[config.mk]
export PLATFORM = sky130hd
export DESIGN_NAME = switch_allocator
export DESIGN_NICKNAME = d
export VERILOG_FILES = /design/src/rtl/switch_allocator_pkg.sv /design/src/rtl/switch_allocator_rr_arbiter.sv /design/src/rtl/switch_allocator.sv
export SDC_FILE = /design/constraint.sdc
export NUM_CORES = 1
export LEC_CHECK = 0
export ABC_CLOCK_PERIOD_IN_PS = 9400
export CAP_MARGIN = 30
export CORE_ASPECT_RATIO = 1.2
export CORE_MARGIN = 8
export CORE_UTILIZATION = 60
export DETAILED_ROUTE_END_ITERATION = 8
export GPL_TIMING_DRIVEN = 0
export HOLD_SLACK_MARGIN = 0.02
export PLACE_DENSITY = 0.87
export SLEW_MARGIN = 40
export SYNTH_ARGS = -nofsm -noshare
export SYNTH_HDL_FRONTEND = slang
export SYNTH_HIERARCHICAL = 1
export SYNTH_SLANG_ARGS = --single-unit
[constraint.sdc]
create_clock -name clk -period 9.4 [get_ports clk]
set_input_delay 0.94 -clock clk [delete_from_list [all_inputs] [get_ports clk]]
set_output_delay 0.94 -clock clk [all_outputs]
set_load 0.05 [all_outputs]
[src/rtl/switch_allocator_pkg.sv]
// Shared router configuration: port count, crossbar idle select and port-index encoding.
// The crossbar imports the same package so select values always agree.
package switch_allocator_pkg;

    localparam int unsigned NUM_PORTS = 5;
    localparam int unsigned SEL_W     = 3;
    localparam logic [SEL_W-1:0] SEL_IDLE = 3'b101;

    typedef enum logic [SEL_W-1:0] {
        LOCAL = 3'd0,
        NORTH = 3'd1,
        EAST  = 3'd2,
        SOUTH = 3'd3,
        WEST  = 3'd4
    } port_e;

endpackage

[src/rtl/switch_allocator_rr_arbiter.sv]
// Round-robin arbiter for one output port: searches upward from its own pointer and
// advances the pointer past the winner only when a grant is issued.
module rr_arbiter
    import switch_allocator_pkg::*;
#(
    parameter int unsigned N = NUM_PORTS
) (
    input  logic             clk,
    input  logic             reset_n,
    input  logic [N-1:0]     req,
    input  logic             en,
    output logic [N-1:0]     gnt,
    output logic [SEL_W-1:0] idx,
    output logic             valid
);

    logic [SEL_W-1:0] ptr_q, ptr_d;
    logic [SEL_W:0]   cand;
    logic             found;

    always_comb begin
        gnt   = '0;
        idx   = '0;
        found = 1'b0;
        cand  = '0;
        for (int k = 0; k < N; k++) begin
            cand = {1'b0, ptr_q} + (SEL_W + 1)'(k);
            if (cand >= (SEL_W + 1)'(N)) begin
                cand = cand - (SEL_W + 1)'(N);
            end
            if (!found && req[cand[SEL_W-1:0]]) begin
                found = 1'b1;
                idx   = cand[SEL_W-1:0];
            end
        end
        valid = en & found;
        if (valid) begin
            gnt[idx] = 1'b1;
        end
        ptr_d = ptr_q;
        if (valid) begin
            ptr_d = (idx == SEL_W'(N - 1)) ? '0 : idx + 1'b1;
        end
    end

    always_ff @(posedge clk) begin
        if (!reset_n) begin
            ptr_q <= '0;
        end else begin
            ptr_q <= ptr_d;
        end
    end

endmodule

[src/rtl/switch_allocator.sv]
// Router switch allocator: one round-robin arbiter per output, results registered so that
// sel/grant/out_valid appear one cycle after the sampled requests.
module switch_allocator
    import switch_allocator_pkg::*;
#(
    parameter int unsigned PORT_NUM = NUM_PORTS
) (
    input  logic                      clk,
    input  logic                      reset_n,
    input  logic [PORT_NUM-1:0]       req,
    input  logic [SEL_W*PORT_NUM-1:0] dest,
    input  logic [PORT_NUM-1:0]       out_ready,
    output logic [SEL_W*PORT_NUM-1:0] sel,
    output logic [PORT_NUM-1:0]       grant,
    output logic [PORT_NUM-1:0]       out_valid,
    output logic                      err_dest
);

    localparam logic [SEL_W-1:0] MAX_IDX = SEL_W'(PORT_NUM - 1);

    logic [PORT_NUM-1:0]                legal;
    logic [PORT_NUM-1:0]                eligible;
    logic [PORT_NUM-1:0][PORT_NUM-1:0]  arb_req;
    logic [PORT_NUM-1:0][PORT_NUM-1:0]  arb_gnt;
    logic [PORT_NUM-1:0][SEL_W-1:0]     arb_idx;
    logic [PORT_NUM-1:0]                arb_valid;
    logic [SEL_W*PORT_NUM-1:0]          sel_d;
    logic [PORT_NUM-1:0]                grant_d;
    logic                               err_d;

    // An input that is popping this cycle is masked so one packet is never granted twice.
    always_comb begin
        legal    = '0;
        eligible = '0;
        arb_req  = '0;
        for (int i = 0; i < PORT_NUM; i++) begin
            legal[i]    = dest[SEL_W*i +: SEL_W] <= MAX_IDX;
            eligible[i] = req[i] & legal[i] & ~grant[i];
        end
        for (int o = 0; o < PORT_NUM; o++) begin
            for (int i = 0; i < PORT_NUM; i++) begin
                arb_req[o][i] = eligible[i] && (dest[SEL_W*i +: SEL_W] == SEL_W'(o));
            end
        end
    end

    for (genvar g = 0; g < PORT_NUM; g++) begin : g_arb
        rr_arbiter #(
            .N(PORT_NUM)
        ) u_arb (
            .clk    (clk),
            .reset_n(reset_n),
            .req    (arb_req[g]),
            .en     (out_ready[g]),
            .gnt    (arb_gnt[g]),
            .idx    (arb_idx[g]),
            .valid  (arb_valid[g])
        );
    end

    always_comb begin
        grant_d = '0;
        sel_d   = '0;
        err_d   = err_dest;
        for (int o = 0; o < PORT_NUM; o++) begin
            grant_d                 = grant_d | arb_gnt[o];
            sel_d[SEL_W*o +: SEL_W] = arb_valid[o] ? arb_idx[o] : SEL_IDLE;
        end
        for (int i = 0; i < PORT_NUM; i++) begin
            if (req[i] && !legal[i]) begin
                err_d = 1'b1;
            end
        end
    end

    always_ff @(posedge clk) begin
        if (!reset_n) begin
            sel       <= {PORT_NUM{SEL_IDLE}};
            grant     <= '0;
            out_valid <= '0;
            err_dest  <= 1'b0;
        end else begin
            sel       <= sel_d;
            grant     <= grant_d;
            out_valid <= arb_valid;
            err_dest  <= err_d;
        end
    end

endmodule

==> out/metrics.yaml, run 1 <==
tightest_slew_ns: 0.7723
status: "finished clean"
stdcell_count: 1210
final_nets: 1113
grt_pass1_vias: 7880
cts.path.max_buffers: 2
reg2reg_depth: 16
syn_area_mm2: 0.007930
nFillCells: 1059
clk_latency_ns: 0.29
place.gp.congestion: 1.000
final_layout_size_suffix_gt1_share_pct: 15.93
worstPathRequired_ns: 9.59
wirelength_um: 24340
final_hold_viol_count: 0
yosysSeqAreaShare_pct: 10.35
antenna_found_initial: 0
startpoint_type: "register"
crit_type: "register to register"
fp.coreArea_mm2: 0.01307
fin_crit_ns: 4.929
ys_types: 89
dieHeight_um: 141.9
portBuffers: 52
ys_dominant_reg_cell: "dfxtp_1"
drt_pass1_iterations: 7
viasPerCell: 6.915
synth_top_cell_by_area: "dfxtp_1"
p_per_area_mw_per_mm2: 216.4
period_share_pct: 52.44
p_leak_nw: 3.481
final_max_slew_viol_count: 0
start_util_pct: 60.70
drc: 0
async_reset_ff_share_pct: 0
postCtsSetupRepairBufs: 0
arrival_ns: 5.12
vias: 8367
ys_seq_elements: 41
multi_input_area_mm2: 0.006680
holdWs_ns: 0.5684
rsz0062_at_grt: "no"
endpoint_kind: "register"
synth_area_leaders: "dfxtp_1 (10%), ha_1 (6.3%), mux4_2 (6.2%), mux2i_1 (3.8%), nor2b_1 (3.2%)"
synth_warnings: 6
avgSynthCellArea_um2: 8.075
synth_top_area_share_pct: 10.35
vdd_ir_drop_max_mv: 0.2054
tritoncts: "yes"
cts.repair.resized: 0
finalPower_mw: 1.917
wl_per_cell_um: 20.12
min_path_cells: 1
rows: 46
fin_tns_setup_ns: 0
ff_latch_area_um2: 820.8
die-area_mm2: 0.01717
ys_top_cells_by_count: "nand2_1 (66), nor2_1 (66), inv_1 (54)"
grt_first_pass_wirelength_um: 38940
finalClockSkew_ns: 0.007700
ios: 53
grt_max_degree: 24
max_freq_ghz: 0.2029
finalSetupViolCount: 0
hpwlAfterDp_um: 18840
area_growth_pct: 11.74
path_clk_slew_ns: 0.07
antenna_cells: 0
cts_sinks: 41
clockRootBuffer: "clkbuf_16"
overflow: 0
cts-buffers-inserted: 5
grt_usage_pct: 27.32
synth_nets: 1054
synth_edf_count: 0
ant_nets: 0
hold_class: "register to register"
path_max_fanout: 10
drv_cap: 0
die_w_um: 120.9
dp_cells: 1202
cts_hold_buf: 0
postSynthCellCount: 982
htree_levels: 2
drtIter0Drc: 1054
relSlewSlack_pct: 48.12
-- sequential cells by signal (all words and copies together), names as in the netlist --
register / cells
err_dest: 1
g_arb.u_arb/ptr_q: 15
grant: 5
out_valid: 5
sel: 15
-- routing by layer --
layer	vias up	wire length, um	track usage (%)
met5	-	0	0
met4	0	871	12.85
met3	89	2198	3.613
met2	474	11520	45.37
met1	3949	9748	34.14
li1	3855	-	-
-- cell families after synthesis --
kind of cell	count (synthesis)	synth area share, %
AO/OA/AOI/OAI	269	27.91
XOR/XNOR	15	1.657
adder cells (fa/ha/maj)	45	7.573
buffers and inverters	104	6.106
flip-flops	41	10.35
multiplexers	85	15.23
AND/OR/NAND/NOR	423	31.18
-- per-stage QoR --
stage               area (um2)  utilization, %  setup WS (ns)
floorplan                 7930               -          5.212
global placement          8661           66.29          4.082
detailed placement        8691           66.52          4.030
CTS                       8841           67.67          4.325
global route              8861           67.82          4.276
finish                    8861           67.82          4.471
-- critical path: stages (launching register included) --
cell      delay, ns
dfxtp_1        0.49
clkbuf_1       0.41
inv_1          0.24
ha_1           0.44
buf_2          0.25
buf_2          0.29
nand2_1        0.12
a21o_1         0.16
a211oi_1       0.49
a31oi_1        0.19
a311oi_1       0.27
o21ai_0        0.15
a21oi_1        0.41
or2_1          0.21
nor2_1         0.04
or4_1          0.48
o21a_1         0.18
-- power by group --
| part | switching [mW] | internal, mW |
|---|---|---|
| Clock | 0.0815 | 0.100 |
| Combinational | 0.901 | 0.578 |
| Sequential | 0.0380 | 0.219 |
-- area by class of cell --
cell class | instances | area share (%)
tap | 168 | 2.372
multi-input combinational | 837 | 75.39
sequential | 41 | 9.263
buffer | 48 | 3.078
clock buffer | 5 | 1.412
timing repair buffer | 52 | 5.818
clock inverter | 3 | 0.2824
inverter | 56 | 2.386
-- path summary, 6_finish.rpt --
| path | start | endpoint | slack (ns) |
|---|---|---|---|
| max | g_arb[4].u_arb/ptr_q[1] | grant[0] | 4.47 |
| min | err_dest | err_dest | 0.57 |
| max reg2reg | g_arb[4].u_arb/ptr_q[1] | grant[0] | 4.47 |
| min reg2reg | err_dest | err_dest | 0.57 |
-- layout by cell type (no fill, tap or decap), types with 14 or more instances in the layout --
master / n
buf_2: 27
nand3_1: 21
nand2b_1: 38
mux4_2: 22
ha_1: 40
nand2_1: 66
o211ai_1: 22
nor2b_1: 41
o21ai_0: 24
nor3_1: 33
nor2_1: 66
nor4_1: 14
clkdlybuf4s50_1: 51
dfxtp_1: 41
mux2i_1: 30
a21oi_1: 51
and2_1: 14
mux2_2: 20
o21a_1: 21
inv_1: 54
nor3b_1: 15
Note: power is estimated with default switching activity, not from simulation.
==> run 2, diff against run 1 <==
- ABC_CLOCK_PERIOD_IN_PS: 9400 -> 4800
- clock period: 9.4 -> 4.8 ns (I/O delays scaled with it)
==> run 2 against run 1 <==
  * Maximum frequency grew 5.8%
  * Clock power grew 97%
  * Sequential power grew 95%
  * Via count grew 1.3%
  * Combinational power grew 98%
  * Global-route usage is essentially flat
  * Critical path type unchanged
  * Largest power group unchanged
==> out/metrics.yaml, run 2 (synthesis results as in run 1) <==
start_util_pct: 60.70  # unchanged
area_growth_pct: 12.02
antenna_cells: 0  # unchanged
r2r-end: "grant[0]"
path_max_fanout: 10  # unchanged
portBuffers: 52  # unchanged
clk_latency_ns: 0.29  # about the same
cts_sinks: 41  # unchanged
cts-buffers-inserted: 5  # unchanged
tritoncts: "yes"
grt_max_degree: 24  # unchanged
startpoint_type: "register"
overflow: 0  # unchanged
grt_pass1_vias: 7887  # +0.089%
rows: 46  # unchanged
hold_class: "register to register"
htree_levels: 2  # unchanged
fp.coreArea_mm2: 0.01307  # unchanged
finalClockSkew_ns: 0.009112  # +0.001413 ns
path_clk_slew_ns: 0.07  # about the same
reg2reg_slack_ns: 0.14  # -4.33 ns
final_hold_viol_count: 0  # unchanged
final_layout_size_suffix_gt1_share_pct: 16.41  # +0.48 points
die-area_mm2: 0.01717  # unchanged
drt_pass1_iterations: 7  # unchanged
final_nets: 1113  # unchanged
fin_util_pct: 67.99  # +0.17 points
worstHoldStart: "err_dest"
wl_per_cell_um: 20.23  # +0.55%
wirelength_um: 24480  # +0.55%
finalSetupViolCount: 0  # unchanged
p_leak_nw: 3.494  # +0.39%
final_max_slew_viol_count: 0  # unchanged
worstPathRequired_ns: 4.99  # -4.60 ns
vias: 8479  # +1.3%
ant_nets: 0  # unchanged
tightest_slew_ns: 0.7573  # -0.01499 ns
viasPerCell: 7.007  # +1.3%
dieHeight_um: 141.9  # unchanged
grt_first_pass_wirelength_um: 38940  # about the same
finalPower_mw: 3.790  # +98%
arrival_ns: 4.85  # -0.27 ns
dpl_cell_area_mm2: 0.008691  # unchanged
rsz0062_at_grt: "no"
die_w_um: 120.9  # unchanged
fin_area_mm2: 0.008884  # +0.25%
fin_crit_ns: 4.660  # -0.2692 ns
hold_end: "err_dest"
drtIter0Drc: 954  # -9.5%
vdd_ir_drop_max_mv: 0.4034  # +96%
rr_startpoint: "g_arb[4].u_arb/ptr_q[0]"
crit_type: "register to register"
drv_cap: 0  # unchanged
max_freq_ghz: 0.2146  # +5.8%
grt_usage_pct: 27.31  # about the same
min_path_cells: 1  # unchanged
antenna_found_initial: 0  # unchanged
reg.largest.list: "g_arb.u_arb/ptr_q x15, sel x15"
final_cell_mix: "nand2_1 (66), nor2_1 (66), inv_1 (54)"
clockRootBuffer: "clkbuf_16"
hpwlAfterDp_um: 18840  # unchanged
relSlewSlack_pct: 49.13  # +1.0 points
period_share_pct: 97.09  # +45 points
reg2reg_depth: 15  # -1
status: "finished clean"
place.gp.congestion: 1.000  # unchanged
cts.path.max_buffers: 2  # unchanged
ios: 53  # unchanged
drc: 0  # unchanged
endpoint_kind: "register"
p_per_area_mw_per_mm2: 426.6  # +97%
## run 2: worst max-delay path by stage
stage                                       start       end  slack [ns]  depth (start not counted)
after global placement                     req[1]  grant[0]       -0.06                         13
after floorplan           g_arb[4].u_arb/ptr_q[0]  grant[0]        0.67                         15
after CTS                 g_arb[4].u_arb/ptr_q[1]  grant[0]        0.04                         16
final                     g_arb[4].u_arb/ptr_q[0]  grant[0]        0.14                         15
after global routing      g_arb[4].u_arb/ptr_q[1]  grant[0]      0.0008                         17
after detailed placement                   req[3]  grant[0]       -0.11                         13
## run 2: timing repair
action | 4_1_cts | 5_1_grt
buffers inserted | 0 | 0
hold buffers | 0 | 0
endpoints found under the setup margin | 0 | 5
resized for setup | 0 | 10
## run 2: routing by layer
metal / up-vias / track usage (%) / wire [um]
li1: 3858 / - / -
met1: 4001 / 34.14 / 9857
met2: 520 / 45.51 / 11450
met3: 100 / 3.533 / 2217
met4: 0 / 12.58 / 948
met5: - / 0 / 0
## run 2: area by class of cell
class	count	area [um2]
clock inverters	3	25.02
fillers	1049	4182
inverters	56	211.5
multi-input cells	837	6699
well taps	168	210.2
repair buffers	52	515.5
clock buffers	5	125.1
flip-flops and latches	41	820.8
plain buffers	48	276.5
## run 2: stage by stage
stage / setup WS [ns] / instances / hold slack (ns) / TNS [ns]
after floorplan: 0.6700 / 982 / 0.5975 / 0
after global placement: -0.05765 / 1202 / 0.5300 / -0.1663
after detailed placement: -0.1099 / 1202 / 0.5300 / -0.3325
after CTS: 0.03505 / 1210 / 0.5562 / 0
after global routing: 0.0007745 / 1210 / 0.5736 / 0
final: 0.1398 / 1210 / 0.5678 / 0
## run 2: worst max-delay path: stages, from the launching register on
cell and delay [ns]:
dfxtp_1 0.47, buf_6 0.23, inv_2 0.17, ha_1 0.27
inv_1 0.07, fa_1 0.43, nor2_1 0.28, mux4_2 0.58
a31oi_4 0.28, nand4bb_4 0.16, or4_4 0.59, nand4_2 0.15
or2_1 0.16, nor2_1 0.04, or4_1 0.48, o21a_1 0.18
## run 2: power breakdown
part           switching, mW  internal (mW)  total (mW)  leakage [nW]
logic                   1.79           1.14        2.93          3.09
registers             0.0740          0.428       0.502         0.334
clock network          0.163          0.196       0.359        0.0704
total                   2.02           1.77        3.79          3.49
